<file path="config.mk">
export PLATFORM = sky130hd
export DESIGN_NAME = dcache_stage
export DESIGN_NICKNAME = d
export VERILOG_FILES = /design/src/rtl/dcache_stage.sv
export SDC_FILE = /design/constraint.sdc
export NUM_CORES = 1
export LEC_CHECK = 0
export BUFFER_PORTS_ARGS = -buffer_cell sky130_fd_sc_hd__buf_2
export CAP_MARGIN = 0
export CORE_UTILIZATION = 35
export DETAILED_ROUTE_END_ITERATION = 12
export PLACE_DENSITY_LB_ADDON = 0.15
export SYNTH_ARGS = -nofsm -noshare
export SYNTH_HDL_FRONTEND = slang
export SYNTH_SLANG_ARGS = --single-unit
</file>
<file path="constraint.sdc">
create_clock -name clock -period 5.8 [get_ports clock]
set_input_delay 1.16 -clock clock [delete_from_list [all_inputs] [get_ports clock]]
set_output_delay 1.16 -clock clock [all_outputs]
set_load 0.01 [all_outputs]
</file>
<file path="src/rtl/dcache_stage.sv">
// Data-cache pipeline stage: 16-line direct-mapped, write-through, no-write-allocate
// cache between execute and writeback, with a blocking memory port.
module dcache_stage (
  input  logic        clock,
  input  logic        reset,
  input  logic        icache_stall,
  input  logic [31:0] ac_pc,
  input  logic [4:0]  ac_write_sel,
  input  logic        ac_is_load,
  input  logic        ac_is_store,
  input  logic        ac_is_wb,
  input  logic [31:0] ALU_result,
  input  logic [31:0] ac_data2,
  output logic        dcache_stall,
  output logic        mem_req,
  output logic        mem_we,
  output logic [31:0] mem_addr,
  output logic [31:0] mem_wdata,
  input  logic [31:0] mem_rdata,
  input  logic        mem_ack,
  output logic [31:0] cw_pc,
  output logic        cw_is_wb,
  output logic [4:0]  cw_write_sel,
  output logic [31:0] cw_result
);

  typedef enum logic [1:0] {IDLE, LOAD_MISS, STORE_WR, HOLD} state_t;

  state_t      state;
  logic [15:0] valid;
  logic [25:0] tags  [16];
  logic [31:0] lines [16];
  logic [31:0] hold_data;

  logic        is_store;
  logic        is_load;
  logic [3:0]  index;
  logic [25:0] tag;
  logic        hit;
  logic [3:0]  fill_index;
  logic [25:0] fill_tag;
  logic        fill_hit;
  logic [31:0] load_data;
  logic        cw_en;

  // A load+store combination behaves as a store.
  assign is_store   = ac_is_store;
  assign is_load    = ac_is_load & ~ac_is_store;
  assign index      = ALU_result[5:2];
  assign tag        = ALU_result[31:6];
  assign hit        = valid[index] && (tags[index] == tag);
  assign fill_index = mem_addr[5:2];
  assign fill_tag   = mem_addr[31:6];
  assign fill_hit   = valid[fill_index] && (tags[fill_index] == fill_tag);
  assign cw_en      = ~dcache_stall & ~icache_stall;

  always_comb begin
    dcache_stall = 1'b0;
    load_data    = lines[index];
    case (state)
      IDLE:      dcache_stall = is_store | (is_load & ~hit);
      LOAD_MISS: begin
        dcache_stall = ~mem_ack;
        load_data    = mem_rdata;
      end
      STORE_WR:  dcache_stall = ~mem_ack;
      HOLD:      load_data = hold_data;
      default:   dcache_stall = 1'b0;
    endcase
  end

  always_ff @(posedge clock or posedge reset) begin
    if (reset) begin
      state        <= IDLE;
      valid        <= '0;
      hold_data    <= '0;
      mem_req      <= 1'b0;
      mem_we       <= 1'b0;
      mem_addr     <= '0;
      mem_wdata    <= '0;
      cw_pc        <= '0;
      cw_is_wb     <= 1'b0;
      cw_write_sel <= '0;
      cw_result    <= '0;
    end else begin
      if (cw_en) begin
        cw_pc        <= ac_pc;
        cw_write_sel <= ac_write_sel;
        cw_is_wb     <= ac_is_wb;
        cw_result    <= is_load ? load_data : ALU_result;
      end
      case (state)
        IDLE: begin
          if (is_store) begin
            state     <= STORE_WR;
            mem_req   <= 1'b1;
            mem_we    <= 1'b1;
            mem_addr  <= {ALU_result[31:2], 2'b00};
            mem_wdata <= ac_data2;
          end else if (is_load && !hit) begin
            state    <= LOAD_MISS;
            mem_req  <= 1'b1;
            mem_we   <= 1'b0;
            mem_addr <= {ALU_result[31:2], 2'b00};
          end
        end
        LOAD_MISS: begin
          if (mem_ack) begin
            mem_req            <= 1'b0;
            valid[fill_index]  <= 1'b1;
            hold_data          <= mem_rdata;
            state              <= icache_stall ? HOLD : IDLE;
          end
        end
        STORE_WR: begin
          if (mem_ack) begin
            mem_req <= 1'b0;
            mem_we  <= 1'b0;
            state   <= icache_stall ? HOLD : IDLE;
          end
        end
        HOLD: begin
          if (!icache_stall) state <= IDLE;
        end
        default: state <= IDLE;
      endcase
    end
  end

  // Line storage is not reset; the valid bits alone decide whether a line is usable.
  always_ff @(posedge clock) begin
    if (state == LOAD_MISS && mem_ack) begin
      tags[fill_index]  <= fill_tag;
      lines[fill_index] <= mem_rdata;
    end else if (state == STORE_WR && mem_ack && fill_hit) begin
      lines[fill_index] <= mem_wdata;
    end
  end

endmodule

</file>
Word level (Yosys, flattened, before mapping)

Memory sizes are Yosys's and may differ from the RTL's.
Cells that the tools add are included.

Output and inout port bits: 137
Word-level logic and storage cells: 85
Bits in registers: 186
Input port bits: 140
Memories kept: 2
Memory bits (writable): 928

Memory list:

| name  | depth | bits a word | rd ports | clocked after memory_dff | wr ports | line | source |
|---|---|---|---|---|---|---|---|
| lines | 16    | 32          | 1        | 0                        | 1        | 32   | `logic [31:0] lines [16];` |
| tags  | 16    | 26          | 2        | 0                        | 1        | 31   | `logic [25:0] tags [16];` |

Magnitude comparators: 3
Multiplexer cells: 30
Reductions and logical operators: 19
Eq/ne operators: 9
Bitwise logic cells: 11

Operators by type and width:

| cell                 | count |
|---|---|
| $mux W32             | 4 |
| $pmux W32 S2         | 1 |
| $eq A26 B26 Y1       | 2 |
| $or A16 B16 Y16      | 1 |
| $mux W1              | 13 |
| $lt A4 B5 Y1 const B | 2 |
| $mux W2              | 5 |
| $reduce_and A3 Y1    | 3 |
| $bmux W1 S4          | 2 |
| $logic_and A1 B1 Y1  | 7 |
| $pmux W1 S2          | 3 |
| $pmux W2 S3          | 1 |
| $reduce_and A2 Y1    | 3 |
| $reduce_bool A2 Y1   | 3 |
| $not A1 Y1           | 5 |
| $demux W1 S4         | 1 |
| $eq A2 B2 Y1 const B | 2 |
| $ge A4 B1 Y1 const B | 1 |
| $ne A2 B2 Y1 const B | 2 |
| $and A1 B1 Y1        | 3 |
| $ne A3 B3 Y1 const B | 1 |
| $eq A2 B1 Y1 const B | 1 |
| $logic_not A2 Y1     | 1 |
| $ne A2 B1 Y1 const B | 1 |
| other kinds (3)      | 4 |

Longest topological paths before layout

Gate-level depths: netlist of the first run.

Word-level depth: 9
Depth in mapped cells: 17

Worst setup path after synthesis of the first run

OpenSTA, ideal clock, no wires.

Kind: flip-flop to flip-flop
Start point: register mem_addr[2]
End point: memory lines[0][0] (enable)
Library setup time: 0.502 ns
Buffers on the path: 4
Data arrival time: 5.873 ns
Path slack: -0.575 ns
Cell stages (with the launch flop): 11
Cells stage by stage: dfrtp_1 buf_2 buf_2 buf_2 mux4_2 mux4_2 xnor2_1 nand4_1 o21a_1 clkbuf_1 nor4_1

Cells in the longest elaborated chain, start to end: 8

RTL lines:

| what                                                  | line | source |
|---|---|---|
| from (decl)                                           | 17   | `output logic [31:0] mem_addr,` |
| from (signal assigned)                                | 98   | `mem_addr <= {ALU_result[31:2], 2'b00};` |
| from (signal assigned)                                | 104  | `mem_addr <= {ALU_result[31:2], 2'b00};` |
| $mem_v2 Z16 W26 / $bmux W1 S4 (equally long branches) | n/a  |  |
| $eq A26 B26 Y1 / $mux W1 (equally long branches)      | 54   | `assign fill_hit = valid[fill_index] && (tags[fill_index] == fill_tag);` |
| $logic_and A1 B1 Y1                                   | 54   |  |
| $logic_and A1 B1 Y1                                   | 135  | `end else if (state == STORE_WR && mem_ack && fill_hit) begin` |
| $mux W1                                               | 135  |  |
| $mux W1                                               | 132  | `if (state == LOAD_MISS && mem_ack) begin` |
| $mux W1 (not written as such)                         | 136  | `lines[fill_index] <= mem_wdata;` |
| $or A1 B1 Y1 (no source line)                         | n/a  |  |
| to (decl)                                             | 32   |  |

Parallel ways exist; a longest one is shown, timed or not. The select of a mux whose other input is x is not followed.

Worst setup path in the final report of the first run

Start point: input port ALU_result[4]
End point: output port dcache_stall

Cells in the longest elaborated chain, start to end: 7

RTL lines:

| what                                                  | line | source |
|---|---|---|
| from (decl)                                           | 12   | `input logic [31:0] ALU_result,` |
| $mem_v2 Z16 W26 / $bmux W1 S4 (equally long branches) | n/a  |  |
| $eq A26 B26 Y1 / $mux W1 (equally long branches)      | 51   | `assign hit = valid[index] && (tags[index] == tag);` |
| $logic_and A1 B1 Y1 *                                 | 51   |  |
| $not A1 Y1 *                                          | 61   | `IDLE: dcache_stall = is_store \| (is_load & ~hit);` |
| $and A1 B1 Y1 *                                       | 61   |  |
| $or A1 B1 Y1 *                                        | 61   |  |
| $pmux W1 S2 *                                         | 60   | `case (state)` |
| to (decl)                                             | 14   | `output logic dcache_stall,` |

Mark *: on every way between the ends. The rest lies on a longest branch, timed or not. The select of a mux whose other input is x is not followed.

==> results_dict.tcl, run 1 <==
set metrics [dict create \
    final_nets 3150 \
    drtAntennaViolNets 0 \
    end_kind "output port" \
    area_growth_pct 17.53 \
    max_freq_mhz 175.3 \
    gp_congestion 0.8267 \
    core.rowCount 137 \
    hold_buffers 0 \
    ys_seq_area_share_pct 65.66 \
    dieArea_mm2 0.1428 \
    period_share_pct 98.37 \
    finalCoreUtilization_pct 41.55 \
    grt_pass1_wl_um 219300 \
    p_total_uw 26400 \
    r2r_setup_slack_ps 580 \
    cts_sinks 1112 \
    synth-seq-cells 1112 \
    syn_inst 2661 \
    cts_setup_buffers 0 \
    reg2regPathDepth 10 \
    hold_ws_ps 487.0 \
    routedWlPerCell_um 30.86 \
    core_area_mm2 0.1399 \
    p_leak_uw 0.01976 \
    synth_edf_count 928 \
    r2r_end "lines[0][26]$_DFFE_PP_" \
    grt_max_degree 113 \
    routed_wl_um 154000 \
    numCtsBuffers 119 \
    crit_path_start "ALU_result[4]" \
    avgSynthCellArea_um2 18.58 \
    ys_warn_count 0 \
    ys_types 60 \
    cp.required_ps 4640 \
    worst_pin_slew_ps 1232 \
    firstDrtPassIters 7 \
    hp-class "reg2reg" \
    grtUsageTotal_pct 21.52 \
    finalHoldViolCount 0 \
    vias_per_cell 5.675 \
    grt_pass1_vias 29742 \
    vias 28312 \
    worstSkewPairLatency_ps 770 \
    start_util_pct 35.35 \
    worst-path-max-fanout 32 \
    worstSetupStartpointType "primary input" \
    clockBufferDepth 3 \
    r2r-start "mem_addr[2]$_DFFE_PP0P_" \
    vdd_ir_drop_max_uv 330.4 \
    setup_violations 0 \
    cap_violations 0 \
    io_buffers 274 \
    drc_errors 0 \
    dp_hpwl_um 95540 \
    cp.arrival_ps 4550 \
    tritoncts "done" \
    h-tree-depth 3 \
    path_class "in2out" \
    powerDensity_mw_per_mm2 454.3 \
    status "complete, no violations" \
    synth_area_mm2 0.04945 \
    cts_resized 0 \
    slew_headroom_pct 17.67 \
    maxSlewViolCount 0 \
    setup.worst_path.end "dcache_stall" \
    dp_slack_ps 53.16 \
    ys_async_sr_fraction_pct 16.55 \
    die_h_um 377.9 \
    fill_cells 12496 \
    antenna_found_initial 7 \
    worst_clock_skew_ps 44.37 \
    rsz0062_at_grt "no" \
    grt.overflow.total 0 \
    drive_above_1_share_pct 37.25 \
    cts.clk_slew.worst_paths_ps 60 \
    cts_root_buf "clkbuf_16" \
    drtIter0Drc 2637 \
    pin_count 277 \
    die_x_um 377.9 \
    finalWorstSetupSlack_ps 94.37 \
    period_needed_ps 5706 \
    synth_ff_type "edfxtp_1" \
]
==> registers in the layout, summed over array words and instances, names as in the netlist, 16 cells and up <==
signal and cells:
mem_addr 30, hold_data 32, cw_result 32, valid 16, cw_pc 32, mem_wdata 32, lines 512, tags 416
==> per-layer routing <==
metal	global-route usage, %	wire, um	vias to the layer above
met5	0	32	-
met4	6.539	4291	4
met3	4.102	9386	217
met2	35.60	75630	993
met1	28.67	64620	15415
li1	-	-	11683
==> layout make-up <==
cell class	instances	area (um^2)	share of cell area, %
multi-input cells	1336	16170	27.82
diodes	2	5.005	0.008611
well taps	1876	2347	4.039
flip-flops and latches	1112	32480	55.89
inverters	10	43.79	0.07535
repair buffers	426	2990	5.145
clock inverters	68	873.3	1.503
clock buffers	159	3208	5.520
==> Yosys cell counts (19+ instances only) <==
cell type    n  area (um^2)
a221oi_1    33        289.0
o21ai_0     36        180.2
buf_4       19        142.6
dfrtp_1    184         4604
nor2b_1    108        675.7
edfxtp_1   928        27870
mux4_2     398         8964
nand3_1     34        170.2
mux2i_1    101         1011
a222oi_1    43        430.4
nand2_1    145        544.3
mux2_2      82        923.4
nor2_1      33        123.9
and3_1      38        237.7
a32oi_1     26        227.7
xnor2_1     44        385.4
o211ai_1    30        225.2
buf_2       56        280.3
xor2_1      21        183.9
clkbuf_1    97        364.1
mux2_1      47        529.3
==> worst max-delay path: stages <==
cell and delay [ps]:
clkbuf_8 350, buf_12 230, buf_12 180, mux4_2 300
mux2i_1 140, mux2i_1 110, xor2_1 260, nor4_1 450
buf_4 210, nand4_1 120, o41a_2 460, nor2_1 270
nor2_1 70, buf_2 170
==> logic make-up (layout without fill, tap and decap cells) <==
group	count (synthesis)	in the layout	share of synthesized area, %
AO/OA/AOI/OAI	205	205	3.342
XOR/XNOR	65	65	1.151
adder cells (fa/ha/maj)	5	5	0.1265
buffers and inverters	214	663	2.123
flip-flops	1112	1112	65.66
multiplexers	628	628	23.11
other	1	4	0.007583
AND/OR/NAND/NOR	431	431	4.478
==> report_power, final <==
part           internal, uW  switching (uW)  leakage [uW]
clock                  4620            3300       0.00198
combinational          3290            3980       0.00727
sequential            10000            1200        0.0105
total                 17900            8480        0.0198
==> metrics by stage <==
step	setup TNS (ps)	instances	area, um^2
floorplan	-73590	2662	49460
global placement	-18.07	4760	54020
finish	0	4989	58120
detailed placement	0	4760	54020
CTS	0	4987	58100
global route	0	4987	58110
==> layout by cell type (no fill, tap or decap), drive strengths merged, types with 30 or more instances in the layout <==
| cell type | instances |
|---|---|
| edfxtp | 928 |
| buf | 424 |
| mux4 | 398 |
| dfrtp | 184 |
| clkbuf | 161 |
| nand2 | 145 |
| mux2 | 129 |
| nor2b | 108 |
| mux2i | 101 |
| xnor2 | 44 |
| clkinv | 44 |
| a222oi | 43 |
| and3 | 38 |
| o21ai | 37 |
| nand3 | 34 |
| a221oi | 34 |
| nor2 | 34 |
| o211ai | 30 |
==> worst min path at each step <==
stage | slack (ps) | to | startpoint | depth (start not counted)
2_1_floorplan | 450 | valid[10]$_DFFE_PP0P_ | valid[10]$_DFFE_PP0P_ | 1
3_3_place_gp | 480 | cw_pc[17]$_DFFE_PP0P_ | cw_pc[17]$_DFFE_PP0P_ | 2
3_5_place_dp | 470 | valid[6]$_DFFE_PP0P_ | valid[6]$_DFFE_PP0P_ | 1
4_1_cts | 480 | valid[6]$_DFFE_PP0P_ | valid[6]$_DFFE_PP0P_ | 1
5_1_grt | 500 | valid[7]$_DFFE_PP0P_ | valid[7]$_DFFE_PP0P_ | 1
6_report | 490 | valid[6]$_DFFE_PP0P_ | valid[6]$_DFFE_PP0P_ | 1
Power figures use the tool's default switching activity.
==> run 2: changes to the inputs <==
--- a/config.mk
+++ b/config.mk
@@ -10,6 +10,7 @@
 export CORE_UTILIZATION = 35
 export DETAILED_ROUTE_END_ITERATION = 12
 export PLACE_DENSITY_LB_ADDON = 0.15
+export RECOVER_POWER = 25
 export SYNTH_ARGS = -nofsm -noshare
 export SYNTH_HDL_FRONTEND = slang
 export SYNTH_SLANG_ARGS = --single-unit
==> run 2 against run 1 <==
The run now ends with max-capacitance violations, max-slew violations left. Clock power hardly changed. Final cell count did not move. First-iteration DRC count up 3.3%. Routed wire length about the same. Global-route usage stayed put.
==> results_dict.tcl, run 2 (synthesized netlist as in run 1, its figures left out) <==
set metrics [dict create \
    status "complete, but fails checks" \
    violations "max-capacitance violations, max-slew violations" \
    dp_hpwl_um 95540 \
    drtIter0Drc 2725 \
    pin_count 277 \
    slew_headroom_pct -120.6 \
    routedWlPerCell_um 30.83 \
    layout.cells.most_common "edfxtp_1" \
    final_nets 3150 \
    drive_above_1_share_pct 37.13 \
    top_regs "lines (512), tags (416)" \
    end_kind "output port" \
    core_area_mm2 0.1399 \
    tritoncts "done" \
    path_cells "clkbuf_8 > buf_12 > buf_12 > mux4_2 > mux2i_1 > mux2i_1 > xor2_1 > nor4_1 > buf_4 > nand4_1 > o41a_2 > nor2_1 > nor2_1 > buf_2" \
    dieArea_mm2 0.1428 \
    io_buffers 274 \
    grt.overflow.total 0 \
    h-tree-depth 3 \
    routed_wl_um 153800 \
    grt_pass1_vias 29742 \
    vias 28283 \
    grtUsageTotal_pct 21.52 \
    worst-path-max-fanout 32 \
    start_util_pct 35.35 \
    worstSetupStartpointType "primary input" \
    max_freq_mhz 177.0 \
    finalHoldViolCount 0 \
    cap_violations 2 \
    core.rowCount 137 \
    grt_pass1_wl_um 219300 \
    p_seq_share_pct 42.5 \
    worst_path_largest_cell_delay_ps 460 \
    cp.required_ps 4640 \
    place_inst 4760 \
    hp-class "reg2reg" \
    largest-register "lines" \
    final_cell_mix "edfxtp_1, mux4_2, buf_2, dfrtp_1, nand2_1" \
    drtAntennaViolNets 0 \
    p_leak_uw 0.01975 \
    clockBufferDepth 3 \
    powerDensity_mw_per_mm2 454.2 \
    p_clk_share_pct 30.0 \
    cts_setup_buffers 0 \
    vdd_ir_drop_max_uv 330.5 \
    area_growth_pct 17.47 \
    p_comb_share_pct 27.5 \
    crit_path_top_delay_cell "o41a_2" \
    cts_root_buf "clkbuf_16" \
    setup_violations 0 \
    grt_max_degree 113 \
    numCtsBuffers 119 \
    die_x_um 377.9 \
    firstDrtPassIters 8 \
    final_cells 4989 \
    swShare_pct 32.09 \
    rsz0062_at_grt "no" \
    crit_buf_inv 5 \
    cp.arrival_ps 4490 \
    maxSlewViolCount 157 \
    largest_register_ff_count 512 \
    worstSkewPairLatency_ps 770 \
    fin_tns_setup_ps 0 \
    cts.clk_slew.worst_paths_ps 60 \
    die_h_um 377.9 \
    period_needed_ps 5649 \
    finalCoreUtilization_pct 41.53 \
    cts_sinks 1112 \
    p_total_uw 26380 \
    drc_errors 0 \
    gp_congestion 0.8267 \
    power.internal_uw 17920 \
    path_class "in2out" \
    vias_per_cell 5.669 \
    period_share_pct 97.39 \
    worst_pin_slew_ps 3309 \
    switching_power_uw 8465 \
    cp_top_family "buffers and inverters" \
    worst_clock_skew_ps 45.05 \
    antenna_found_initial 7 \
]
==> run 2: cell types whose count changed in the layout (fill, tap and decap cells not counted), sizes merged <==
cell	delta
buf	-3
clkbuf	+3
==> run 2: final timing paths <==
path                            cells past startpoint  slack (ps)                   endpoint                    start
worst max-delay path                               14         150               dcache_stall            ALU_result[4]
worst min-delay path                                1         490       valid[6]$_DFFE_PP0P_     valid[6]$_DFFE_PP0P_
worst max register to register                     10         590     lines[0][26]$_DFFE_PP_  mem_addr[2]$_DFFE_PP0P_
worst min register to register                      1         490       valid[6]$_DFFE_PP0P_     valid[6]$_DFFE_PP0P_
max in group asynchronous                           3        1700    mem_addr[3]$_DFFE_PP0P_                    reset
min in group asynchronous                           3        1470  cw_result[31]$_DFFE_PP0P_                    reset
==> run 2: area by class of cell <==
type	count	area (um^2)
Clock buffer	159	3208
Clock inverter	68	873.3
Tap cell	1876	2347
Multi-Input combinational cell	1336	16160
Inverter	10	41.29
Timing Repair Buffer	426	2968
Sequential cell	1112	32480
Fill cell	12506	81790
Antenna cell	2	5.005
==> run 2: per-stage QoR <==
step | worst slack [ps] | area (um^2) | hold WS (ps)
final | 151.2 | 58090 | 487.6
after global routing | 12.17 | 58080 | 504.9
after floorplan | -574.9 | 49460 | 451.5
after CTS | 41.42 | 58100 | 484.9
after global placement | -18.07 | 54020 | 483.0
after detailed placement | 53.16 | 54020 | 470.6
==> run 2: timing repair <==
| item | in CTS | in global routing |
|---|---|---|
| hold buffers | 0 | 0 |
| hold endpoints to repair | 0 | 0 |
| gates resized for setup | 0 | 3 |
| endpoints found under the setup margin | 0 | 1 |
==> run 2: power groups by stage <==
stage          combinational [uW]  sequential, uW  clock [uW]
2_1_floorplan                4390           11000           0
3_3_place_gp                 7150           11300           0
3_5_place_dp                 7290           11400           0
4_1_cts                      7310           11200        8080
5_1_grt                      7740           11400        8350
6_report                     7250           11200        7920
==> run 2: worst reg2reg max path, cell delays in order, from the launching register on <==
cell and delay, ps:
dfrtp_4 700, buf_4 340, mux4_2 530, mux4_2 490
xnor2_1 420, nand4_1 210, nor2_1 440, nand2_1 200
or3b_2 520, buf_4 320, mux2_1 670
==> run 2: routing by layer <==
metal,wire length [um],part of all wire (%),track usage (%)
met5,32,0.021,0
met3,9535,6.2,4.102
met2,75400,49,35.60
met1,64470,42,28.67
met4,4395,2.9,6.539
